[src/rtl/dp_seq_ctrl.sv]
// Multi-cycle sequencer for the data-processing datapath: FETCH, DECODE/cond-check, READ, EXEC, WB.
// Latency: 5 cycles per executed instruction, 2 cycles per condition-skipped one; strobes are Moore, 1 cycle each.
// No backpressure: 'run' gates new fetches only, an in-flight instruction always completes.
module dp_seq_ctrl #(
    parameter int CNT_W = 16
) (
    input  logic             clk,
    input  logic             rst,
    input  logic             run,
    input  logic             err_clr,
    input  logic [3:0]       cond,
    input  logic [3:0]       nzcv,
    input  logic             S,
    input  logic             TTCC,
    input  logic             Und_Ins,
    output logic             Write_IR,
    output logic             Write_PC,
    output logic             LA,
    output logic             LB,
    output logic             LC,
    output logic             LF,
    output logic             Write_Flag,
    output logic             Write_Reg,
    output logic             cond_ok,
    output logic             und_err,
    output logic             busy,
    output logic [2:0]       state,
    output logic [CNT_W-1:0] instr_cnt
);

    typedef enum logic [2:0] {
        ST_IDLE   = 3'd0,
        ST_FETCH  = 3'd1,
        ST_DECODE = 3'd2,
        ST_READ   = 3'd3,
        ST_EXEC   = 3'd4,
        ST_WB     = 3'd5,
        ST_UND    = 3'd6
    } state_t;

    localparam logic [CNT_W-1:0] CNT_ONE = {{(CNT_W-1){1'b0}}, 1'b1};

    state_t cur_state;
    state_t nxt_state;
    logic   flag_n, flag_z, flag_c, flag_v;
    logic   count_en;

    assign flag_n = nzcv[3];
    assign flag_z = nzcv[2];
    assign flag_c = nzcv[1];
    assign flag_v = nzcv[0];

    // Condition-code evaluation against the current flags
    always_comb begin
        cond_ok = 1'b0;
        case (cond)
            4'h0: cond_ok = flag_z;
            4'h1: cond_ok = ~flag_z;
            4'h2: cond_ok = flag_c;
            4'h3: cond_ok = ~flag_c;
            4'h4: cond_ok = flag_n;
            4'h5: cond_ok = ~flag_n;
            4'h6: cond_ok = flag_v;
            4'h7: cond_ok = ~flag_v;
            4'h8: cond_ok = flag_c & ~flag_z;
            4'h9: cond_ok = ~flag_c | flag_z;
            4'hA: cond_ok = (flag_n == flag_v);
            4'hB: cond_ok = (flag_n != flag_v);
            4'hC: cond_ok = ~flag_z & (flag_n == flag_v);
            4'hD: cond_ok = flag_z | (flag_n != flag_v);
            4'hE: cond_ok = 1'b1;
            default: cond_ok = 1'b0;
        endcase
    end

    // State register
    always_ff @(posedge clk or posedge rst) begin
        if (rst) begin
            cur_state <= ST_IDLE;
        end else begin
            cur_state <= nxt_state;
        end
    end

    // Next-state logic; DECODE checks the undefined flag before the condition
    always_comb begin
        nxt_state = ST_IDLE;
        case (cur_state)
            ST_IDLE:   nxt_state = run ? ST_FETCH : ST_IDLE;
            ST_FETCH:  nxt_state = ST_DECODE;
            ST_DECODE: begin
                if (Und_Ins) begin
                    nxt_state = ST_UND;
                end else if (!cond_ok) begin
                    nxt_state = run ? ST_FETCH : ST_IDLE;
                end else begin
                    nxt_state = ST_READ;
                end
            end
            ST_READ:   nxt_state = ST_EXEC;
            ST_EXEC:   nxt_state = ST_WB;
            ST_WB:     nxt_state = run ? ST_FETCH : ST_IDLE;
            ST_UND:    nxt_state = err_clr ? ST_IDLE : ST_UND;
            default:   nxt_state = ST_IDLE;
        endcase
    end

    // Moore strobe decode; S and TTCC only qualify the EXEC/WB write enables
    always_comb begin
        Write_IR   = 1'b0;
        Write_PC   = 1'b0;
        LA         = 1'b0;
        LB         = 1'b0;
        LC         = 1'b0;
        LF         = 1'b0;
        Write_Flag = 1'b0;
        Write_Reg  = 1'b0;
        und_err    = 1'b0;
        busy       = 1'b0;
        case (cur_state)
            ST_FETCH: begin
                Write_IR = 1'b1;
                Write_PC = 1'b1;
                busy     = 1'b1;
            end
            ST_DECODE: busy = 1'b1;
            ST_READ: begin
                LA   = 1'b1;
                LB   = 1'b1;
                LC   = 1'b1;
                busy = 1'b1;
            end
            ST_EXEC: begin
                LF         = 1'b1;
                Write_Flag = S;
                busy       = 1'b1;
            end
            ST_WB: begin
                Write_Reg = ~TTCC;
                busy      = 1'b1;
            end
            ST_UND:  und_err = 1'b1;
            default: ;
        endcase
    end

    // An instruction counts once it retires from WB or is dropped by a failed condition
    assign count_en = (cur_state == ST_WB) ||
                      ((cur_state == ST_DECODE) && !Und_Ins && !cond_ok);

    // Retired/skipped instruction counter, free-running wrap
    always_ff @(posedge clk or posedge rst) begin
        if (rst) begin
            instr_cnt <= '0;
        end else if (count_en) begin
            instr_cnt <= instr_cnt + CNT_ONE;
        end
    end

    assign state = cur_state;

endmodule

[config.mk]
export PLATFORM = sky130hd
export DESIGN_NAME = dp_seq_ctrl
export DESIGN_NICKNAME = d
export VERILOG_FILES = /design/src/rtl/dp_seq_ctrl.sv
export SDC_FILE = /design/constraint.sdc
export NUM_CORES = 1
export LEC_CHECK = 0
export BUFFER_PORTS_ARGS = -buffer_cell sky130_fd_sc_hd__buf_2
export CORE_ASPECT_RATIO = 0.75
export CORE_MARGIN = 2
export CORE_UTILIZATION = 53
export CTS_CLUSTER_SIZE = 8
export DETAILED_ROUTE_END_ITERATION = 12
export GPL_TIMING_DRIVEN = 1
export PLACE_DENSITY_LB_ADDON = 0.25
export SETUP_SLACK_MARGIN = 0.5
export SLEW_MARGIN = 20
export SYNTH_ARGS = -nofsm -noshare
export SYNTH_HDL_FRONTEND = slang
export SYNTH_SLANG_ARGS = --single-unit
[constraint.sdc]
create_clock -name clk -period 2.7 [get_ports clk]
set_input_delay 0.405 -clock clk [delete_from_list [all_inputs] [get_ports clk]]
set_output_delay 0.405 -clock clk [all_outputs]
set_load 0.005 [all_outputs]
Word level (Yosys, flattened, before mapping)
Index checks and enable logic that the tools add are counted.

word-level totals
  register bits after elaboration = 19
  bits in latches = 0
  bits in writable memories = 0
  memory bits (read-only) = 0
  input port bits = 15
  output and inout bits = 30
  word-level logic and storage cells = 56
  memories = 0

cells by class
  add/subtract/negate cells = 1
  multiply operators = 0
  divide/modulo/power cells = 0
  magnitude comparators = 0
  equal/unequal tests = 22
  shift-type cells = 0
  mux-type cells = 13
  bitwise operators = 9
  reduce and logical (&&, ||, !) cells = 9

operator list
  kind                     number
  $eq A4 B4 Y1 const B     7
  $pmux W3 S6              1
  $add A16 B1 Y16 const B  1
  $eq A4 B3 Y1 const B     4
  $pmux W1 S15             1
  $eq A3 B3 Y1 const B     3
  $eq A4 B2 Y1 const B     2
  $mux W1                  8
  $eq A3 B2 Y1 const B     2
  $mux W3                  2
  $not A1 Y1               5
  $reduce_or A5 Y1         1
  $eq A4 B1 Y1 const B     1
  $logic_not A4 Y1         1
  $eq A3 B1 Y1 const B     1
  $logic_not A3 Y1         1
  $and A1 B1 Y1            2
  $logic_and A1 B1 Y1      2
  $logic_not A1 Y1         2
  $mux W2                  1
  $or A1 B1 Y1             2
  $reduce_or A2 Y1         1
  $eq A1 B1 Y1             1
  $logic_or A1 B1 Y1       1
  $ne A1 B1 Y1             1

Longest topological paths before layout
Gate-level depths: netlist of run 1.

  depth after elaboration = 6
  gate-level depth with buffers = 8

Worst setup path before layout of run 1
Ideal clock, no wire load.

  path kind = in2reg
  start = in nzcv[3]
  end = reg instr_cnt[11]
  setup time = 124 ps
  arrival time = 1888 ps
  slack = 689 ps
  stages on the path = 8
  path buffers = 2
  cell sequence = buf_2 a21o_1 a22oi_1 o221ai_2 nor4_4 buf_6 o2111ai_2 xnor2_1

between the ends
  cells in the longest elaborated chain, start to end = 6

ends and longest elaborated chain
  what                                           line    text
  from (decl)                                    12      input logic [3:0] nzcv,
  $ne A1 B1 Y1 or $eq A1 B1 Y1 (tied branches)   n/a
  $or A1 B1 Y1 or $and A1 B1 Y1 (tied branches)  70, 69
  $pmux W1 S15 *                                 56      case (cond)
  $logic_not A1 Y1 *                             149     ((cur_state == ST_DECODE) && !Und_Ins && !cond_ok);
  $logic_and A1 B1 Y1 *                          149
  $logic_or A1 B1 Y1 *                           148     assign count_en = (cur_state == ST_WB) ||
  to (signal assigned)                           156     instr_cnt <= instr_cnt + CNT_ONE;
  to (decl)                                      28      output logic [CNT_W-1:0] instr_cnt

Mark *: on every way between the ends. The rest lies on a longest branch, timed or not.
A chain may end at the register's enable or synchronous reset.

Final worst setup path of run 1
  start = in cond[3]
  end = out cond_ok

between the ends
  cells in the longest elaborated chain, start to end = 2

ends and longest elaborated chain
  what                                  line  text
  from (decl)                           11    input logic [3:0] cond,
  $eq A4 B4 Y1 (tied with other cells)  56
  $pmux W1 S15 *                        56
  to (decl)                             24    output logic cond_ok,

Marked as above.

==> out/results.ini, run 1 <==
[floorplan]
io_pins = 45
die_y_um = 46.3
rows = 15
die_area_um2 = 2800
start_util = 0.553
core_region_area_um2 = 2290
dieWidth_um = 60.4

[outcome]
status = completed

[sta]
clock_skew_ns = 0.000827
slew_violations = 0
tns_ns = 0
worstMarginPinSlew_ns = 0.700
setup_viol = 0
max_freq_ghz = 0.489
rsz0062_at_grt = no
max_slew_margin = 0.533
fin_crit_sh = 0.758
hold_viol_final = 0
setup_ws_ns = 0.655
fin_crit_ns = 2.05

[hold_path]
worstHoldPathType = input pin to async pin

[clock_tree]
clockBufferDepth = 2
cts_buffers = 3
path_clk_slew_ns = 0.11
cts-root-buf = clkbuf_4
hold_buffers = 0
tritoncts = done
htree_levels = 1
insertion_delay_ns = 0.29
cts.sinks = 19

[worst_setup_path]
crit_arrival_ns = 1.64
cp_common_cell = buf_2
endpoint_kind = output pin
cp_cell_sequence = buf_2, a21o_1, a22oi_1, o221ai_2, nor3_1, inv_1, buf_2
r2r_setup_slack_ns = 0.81
max_stage_delay_ns = 0.29
start_kind = input pin
critPathSlowestCell = nor3_1
r2r-start = state[2]
path_class = input pin to output pin
cp-startpoint = cond[3]
required_ns = 2.30
critPathMaxFanout = 12

[routing]
viasPerCell = 5.40
wl_mm = 2.53
drtIter0Drc = 37
drc = 0
vias = 1090
wl_per_cell_um = 12.5
dr.pass1.iters = 4
ant_nets = 0

[finish]
final_layout_size_suffix_gt1_frac = 0.369
area.growth.synth_to_final_pct = 19.6
fill_cells = 203
nets = 185
diodes = 0

[synth]
synth_top_area_frac = 0.375
syn-cell-area_um2 = 1270
seq_area_frac_synth = 0.375
ys_types = 44
ys.flop_type = dfrtp_1
synth_top_cell_by_area = dfrtp_1
syn_inst = 130
synth_fp_nets = 146
syn_avg_cell_area_um2 = 9.74
async_reset_ff_frac = 1.00
synth-edff-count = 0
synth_most_common_cell = dfrtp_1
yosysWarnings = 0
synth-seq-cells = 19
synth_area_leaders = dfrtp_1 38%, xnor2_1 11%, and3b_1 2.8%
synthTopCellsByCount = 19 x dfrtp_1, 16 x xnor2_1, 8 x nor2_1

[place]
port_buffers = 44
gp_congestion = 0.799
dpl_worst_slack_ns = 0.226
place_hpwl_mm = 1.88

[global_route]
grt_overflow = 0
grt_max_degree = 20
grt_pass1_wl_mm = 3.88
antenna_found_initial = 0
grt_pass1_vias = 878
track_usage = 0.183

[power_and_ir_drop]
powerDensity_nw_per_um2 = 623
ir_drop_uv = 417
p_leak_nw = 0.731

[run]
maxCapViolations = 0

critical path: cells and delay by family:
family / cells / cell delay (ns)
AO/OA/AOI/OAI: 3 / 0.59
buffers and inverters: 3 / 0.35
AND/OR/NAND/NOR: 1 / 0.29
kinds of logic after synthesis:
logic type,after synthesis,synth area share
and+or+nand+nor,43,0.217
AOI/OAI and AO/OA,32,0.191
DFF,19,0.375
xor gates and xnor gates,17,0.118
buffers and inverters,15,0.0642
muxes,3,0.0247
adders and majority gates,1,0.00988
where the power goes:
group | total [mW] | switching [mW] | internal [mW]
logic | 0.366 | 0.173 | 0.193
registers | 0.433 | 0.0967 | 0.336
clock network | 0.145 | 0.0894 | 0.0552
layer usage:
layer | vias up | part of all wire | GRT usage
met5 | - | 0 | 0
met1 | 506 | 0.49 | 0.253
met2 | 34 | 0.45 | 0.291
met3 | 0 | 0.056 | 0.0562
li1 | 550 | - | -
met4 | 0 | 0 | 0.0261
registers in the layout (all words and copies together), names as in the netlist:
| signal | count |
|---|---|
| state | 3 |
| instr_cnt | 16 |
per-stage QoR:
| stage | power (mW) | instance area, µm² | hold slack (ns) | util | std cells |
|---|---|---|---|---|---|
| global placement | 0.775 | 1460 | 0.458 | 0.636 | 195 |
| global route | 1.02 | 1510 | 0.265 | 0.661 | 202 |
| CTS | 0.933 | 1480 | 0.223 | 0.648 | 199 |
| detailed placement | 0.790 | 1460 | 0.460 | 0.636 | 195 |
| floorplan | 0.673 | 1270 | 0.356 | - | 130 |
| finish | 0.944 | 1510 | 0.197 | 0.661 | 202 |
layout make-up:
class                           instances  area, µm²  share of cell area
Multi-Input combinational cell         96        718               0.474
Sequential cell                        19        475               0.314
Tap cell                               34       42.5              0.0281
Clock buffer                            3       22.5              0.0149
Clock inverter                          1       5.00             0.00331
Timing Repair Buffer                   47        243               0.160
Inverter                                2       7.51             0.00496
cell usage in the layout (no fill, tap or decap), types with 2 or more instances in the layout:
cell       synthesis  routed
o21ai_0            5       5
dfrtp_1           19      19
a21oi_1            5       4
and3_1             3       3
nand2_1            4       4
xnor2_1           16      16
o2111ai_1          4       4
o211ai_1           3       3
o21bai_1           2       2
buf_2              2      44
nand2b_1           2       2
buf_4              4       3
nand3_1            2       2
nor3_1             2       2
nand3b_1           3       3
and2_1             3       3
a21o_1             3       3
inv_1              2       2
o2111ai_2          2       2
o21ai_1            2       2
nor2_1             8       8
nor3b_1            3       3
nor2b_1            2       2
and3b_1            4       3
clkbuf_4           0       3
path summary, 6_finish.rpt:
path / endpoint / cells past startpoint
max in group asynchronous: instr_cnt[14] / 2
setup / recovery: cond_ok / 7
min in group clk: state[2] / 4
setup reg to reg: instr_cnt[12] / 6
hold / removal: instr_cnt[2] / 2
hold reg to reg: instr_cnt[15] / 1
repair_timing:
| item | in CTS | in global routing |
|---|---|---|
| buffers inserted | 0 | 3 |
| endpoints found under the setup margin | 0 | 13 |
| resized for setup | 0 | 3 |
(Power assumes the default switching activity.)
==> run 2: changes to the inputs <==
--- a/config.mk
+++ b/config.mk
@@ -8,7 +8,7 @@
 export BUFFER_PORTS_ARGS = -buffer_cell sky130_fd_sc_hd__buf_2
 export CORE_ASPECT_RATIO = 0.75
 export CORE_MARGIN = 2
-export CORE_UTILIZATION = 53
+export CORE_UTILIZATION = 44
 export CTS_CLUSTER_SIZE = 8
 export DETAILED_ROUTE_END_ITERATION = 12
 export GPL_TIMING_DRIVEN = 1
==> constraint.sdc (replaced) <==
create_clock -name clk -period 1.68 [get_ports clk]
set_input_delay 0.252 -clock clk [delete_from_list [all_inputs] [get_ports clk]]
set_output_delay 0.252 -clock clk [all_outputs]
set_load 0.005 [all_outputs]
==> out/results.ini, run 2 (synthesized netlist as in run 1, its figures left out) <==
[sta]
max_slew_margin = 0.744
worstMarginPinSlew_ns = 0.383
fin_crit_sh = 0.981
slew_violations = 0
whs_ns = -0.000488
fin_crit_ns = 1.65
clock_skew_ns = 0.00420
rsz0062_at_grt = yes
max_freq_ghz = 0.606
hold_viol_final = 3
setup_viol = 0
setup_ws_ns = 0.0312

[finish]
largest_reg_flops = 16
nets = 219
final_layout_size_suffix_gt1_frac = 0.614
design_area_um2 = 2140
max_flop_register = instr_cnt
final_common_cell = buf_2
layout_common_cells = 35 x buf_2, 22 x buf_6, 21 x buf_4, 18 x dfrtp_1, 13 x xnor2_1
area.growth.synth_to_final_pct = 68.8
diodes = 0

[floorplan]
dieWidth_um = 65.9
rows = 16
io_pins = 45
die_y_um = 50.5
start_util = 0.472
die_area_um2 = 3330
core_region_area_um2 = 2680

[clock_tree]
tritoncts = done
htree_levels = 1
cts-root-buf = clkbuf_8
cts_buffers = 3
insertion_delay_ns = 0.26
clockBufferDepth = 2
cts.sinks = 19
path_clk_slew_ns = 0.07
hold_buffers = 0

[global_route]
grt_overflow = 0
grt_max_degree = 20
antenna_found_initial = 0
grt_pass1_vias = 1286
track_usage = 0.233
grt_pass1_wl_mm = 6.08

[place]
port_buffers = 44
place_hpwl_mm = 2.39
gp_congestion = 0.875
place_area_um2 = 1660
dpl_worst_slack_ns = -0.341

[routing]
drc = 0
ant_nets = 0
drtIter0Drc = 48
wl_per_cell_um = 15.4
top_layer_used = met4
wl_met1_mm = 1.64
wl_met2_mm = 1.76
wl_met3_um = 233
viasPerCell = 5.42
vias = 1291
wl_mm = 3.67
dr.pass1.iters = 4

[power_and_ir_drop]
finalPower_mw = 2.23
p_leak_nw = 1.00
powerDensity_nw_per_um2 = 1040
ir_drop_uv = 723

[worst_setup_path]
crit_family = simple AND/OR/NAND/NOR gates
start_kind = register
required_ns = 1.82
crit_arrival_ns = 1.78
path_buf_inv = 1
critPathMaxFanout = 5
critPathSlowestCell = dfrtp_1
endpoint_kind = register
cp_num_cells = 6
cp_cell_sequence = nor2_2, nand3b_1, nor4_4, buf_6, o2111ai_4, xnor2_2
ff2ff_path_depth = 6
max_stage_delay_ns = 0.41
path_class = register to register

[run]
maxCapViolations = 0

[hold_path]
worstHoldPathType = input pin to async pin

[outcome]
failed_checks = hold timing
status = finished with violations

[run 2: changes by cell type in the layout (fill, tap and decap cells not counted), sizes merged]
cell	change
buf	+34
[run 2: cell type report]
class	count	area (µm²)
clock inverters	1	5.00
well taps	36	45.0
fillers	160	546
clock buffers	3	41.3
repair buffers	81	631
inverters	2	7.51
multi-input cells	96	931
flip-flops and latches	19	477
[run 2: path summary, 6_finish.rpt]
check | start | endpoint | slack, ns
max in group asynchronous | rst | state[1] | 1.46
hold reg to reg | instr_cnt[15] | instr_cnt[15] | 0.48
setup / recovery | state[2] | instr_cnt[8] | 0.03
hold / removal | rst | instr_cnt[2] | -0.0005
setup reg to reg | state[2] | instr_cnt[8] | 0.03
min in group clk | err_clr | state[2] | 0.31
[run 2: layer usage]
layer,GRT usage,vias up
met4,0.0510,0
met1,0.310,620
met3,0.0493,4
met5,0,-
met2,0.394,52
li1,-,615
[run 2: through the flow]
step | TNS [ns] | hold slack [ns] | instances | utilization
after global routing | -0.795 | 0.0217 | 238 | 0.797
after CTS | 0 | 0.0110 | 232 | 0.740
after detailed placement | -3.97 | 0.283 | 216 | 0.619
after floorplan | -0.331 | 0.203 | 130 | -
final | 0 | -0.000488 | 238 | 0.797
after global placement | -1.87 | 0.280 | 216 | 0.619
[run 2: tightest hold or removal path, delay by kind of cell]
family	cells	cell delay [ns]
buffers and inverters	3	0.39
[run 2: power by group]
part | total, mW | switching [mW] | internal [mW]
clock network | 0.320 | 0.155 | 0.165
registers | 0.652 | 0.108 | 0.544
logic | 1.25 | 0.533 | 0.721
total | 2.23 | 0.796 | 1.43
[run 2: what timing repair did]
action | CTS | global route
setup endpoints to repair | 32 | 32
setup buffers | 9 | 6
resized for setup | 48 | 22
pin swaps | 25 | 17
gates cloned | 3 | 0
==> run 3: changes to the inputs <==
--- a/config.mk
+++ b/config.mk
@@ -6,9 +6,10 @@
 export NUM_CORES = 1
 export LEC_CHECK = 0
 export BUFFER_PORTS_ARGS = -buffer_cell sky130_fd_sc_hd__buf_2
+export CELL_PAD_IN_SITES_DETAIL_PLACEMENT = 0
+export CELL_PAD_IN_SITES_GLOBAL_PLACEMENT = 2
 export CORE_ASPECT_RATIO = 0.75
-export CORE_MARGIN = 2
-export CORE_UTILIZATION = 44
+export CORE_UTILIZATION = 26
 export CTS_CLUSTER_SIZE = 8
 export DETAILED_ROUTE_END_ITERATION = 12
 export GPL_TIMING_DRIVEN = 1
==> out/results.ini, run 3 (synthesized netlist as in run 1, its figures left out) <==
[floorplan]
rows = 21
start_util = 0.277
dieWidth_um = 82.6
die_area_um2 = 5160
core_region_area_um2 = 4570
io_pins = 45
die_y_um = 62.4

[sta]
fin_crit_ns = 1.72
rsz0062_at_grt = yes
fin_crit_sh = 1.02
worstMarginPinSlew_ns = 0.420
setup_ws_ns = -0.0410
setup_viol = 4
tns_ns = -0.0807
whs_ns = 0.00866
clock_skew_ns = 0.00396
hold_viol_final = 0
slew_violations = 0
max_slew_margin = 0.719
max_freq_ghz = 0.581

[finish]
diodes = 0
max_flop_register = instr_cnt
largest_reg_flops = 16
fill_cells = 451
final_layout_size_suffix_gt1_frac = 0.586
final_common_cell = buf_2
design_area_um2 = 2120
final_util = 0.464
seq_area_um2 = 475
layout_common_cells = 34 x buf_2, 22 x buf_6, 21 x buf_4, 19 x dfrtp_1, 14 x xnor2_1
area.growth.synth_to_final_pct = 67.5
nets = 220
final_cells = 260
multi_input_area_um2 = 861

[power_and_ir_drop]
p_comb_frac = 0.593
clock_power_share = 0.134
p_leak_nw = 0.991
p_sw_mw = 0.798
powerDensity_nw_per_um2 = 1110
switching_share = 0.340
pwr-share-seq = 0.273
finalPower_mw = 2.35
ir_drop_uv = 702
p_int_mw = 1.55

[routing]
viasPerCell = 4.86
wl_per_cell_um = 12.9
dr.pass1.iters = 4
wl_mm = 3.36
vias = 1264
drc = 0
drtIter0Drc = 26
ant_nets = 0

[clock_tree]
clockBufferDepth = 2
insertion_delay_ns = 0.25
hold_buffers = 0
htree_levels = 1
path_clk_slew_ns = 0.07
cts-root-buf = clkbuf_8
tritoncts = done
cts_buffers = 3
cts.sinks = 19

[global_route]
grt_pass1_vias = 1217
antenna_found_initial = 0
grt_pass1_wl_mm = 5.56
grt_max_degree = 20
grt_overflow = 0
track_usage = 0.137

[place]
place_inst = 237
place_hpwl_mm = 2.35
port_buffers = 44
dpl_worst_slack_ns = -0.287
gp_congestion = 0.755
place_area_um2 = 1690

[outcome]
failed_checks = setup timing
status = finished with violations

[worst_setup_path]
endpoint_kind = output pin
critPathMaxFanout = 2
r2r_setup_slack_ns = 0.05
start_kind = input pin
path_class = input pin to output pin
crit_arrival_ns = 1.47
required_ns = 1.43

[run]
maxCapViolations = 0

[hold_path]
worstHoldPathType = input pin to async pin

[run 3: changes by cell type in the layout (fill, tap and decap cells not counted), moves of 2 or more]
cell / change
o21ai_4: -2
o21ai_1: +4
o2111ai_1: +3
o21ai_2: -3
o2111ai_4: -2
[run 3: power groups by stage]
stage | sequential (mW) | combinational (mW) | clock (mW)
after global routing | 0.658 | 1.52 | 0.350
after CTS | 0.640 | 1.20 | 0.330
final | 0.642 | 1.39 | 0.315
after floorplan | 0.639 | 0.537 | 0
after detailed placement | 0.637 | 0.828 | 0
after global placement | 0.628 | 0.818 | 0
[run 3: final cells by class]
cell class                      instances  area share
Multi-Input combinational cell         96       0.406
Timing Repair Buffer                   82       0.312
Sequential cell                        19       0.224
Tap cell                               57      0.0336
Clock buffer                            4      0.0212
Inverter                                2     0.00354
[run 3: worst max-delay path: stages]
cell     delay (ns)
buf_2          0.11
nor2b_1        0.14
a22oi_2        0.26
mux2i_4        0.29
buf_6          0.12
nor3_2         0.03
buf_4          0.13
inv_2          0.04
buf_2          0.09
[run 3: repair_timing]
item                       CTS  global route
gates resized for setup     39            22
pin swaps                   10             6
buffers inserted            14             5
setup endpoints to repair   32            33
[run 3: path summary, 6_finish.rpt]
path,startpoint,to,cells past startpoint
max in group asynchronous,rst,instr_cnt[11],3
setup reg to reg,state[2],instr_cnt[7],7
setup / recovery,nzcv[1],cond_ok,9
hold / removal,rst,instr_cnt[8],3
min in group clk,err_clr,state[2],4
hold reg to reg,instr_cnt[15],instr_cnt[15],1
[run 3: per-layer routing]
metal,global-route usage,part of all wire,routed length (µm),vias up
met3,0.0380,0.050,169,4
met4,0.0129,0.0068,23,0
met1,0.181,0.47,1580,612
met2,0.229,0.47,1590,33
met5,0,0,0,-
li1,-,-,-,615
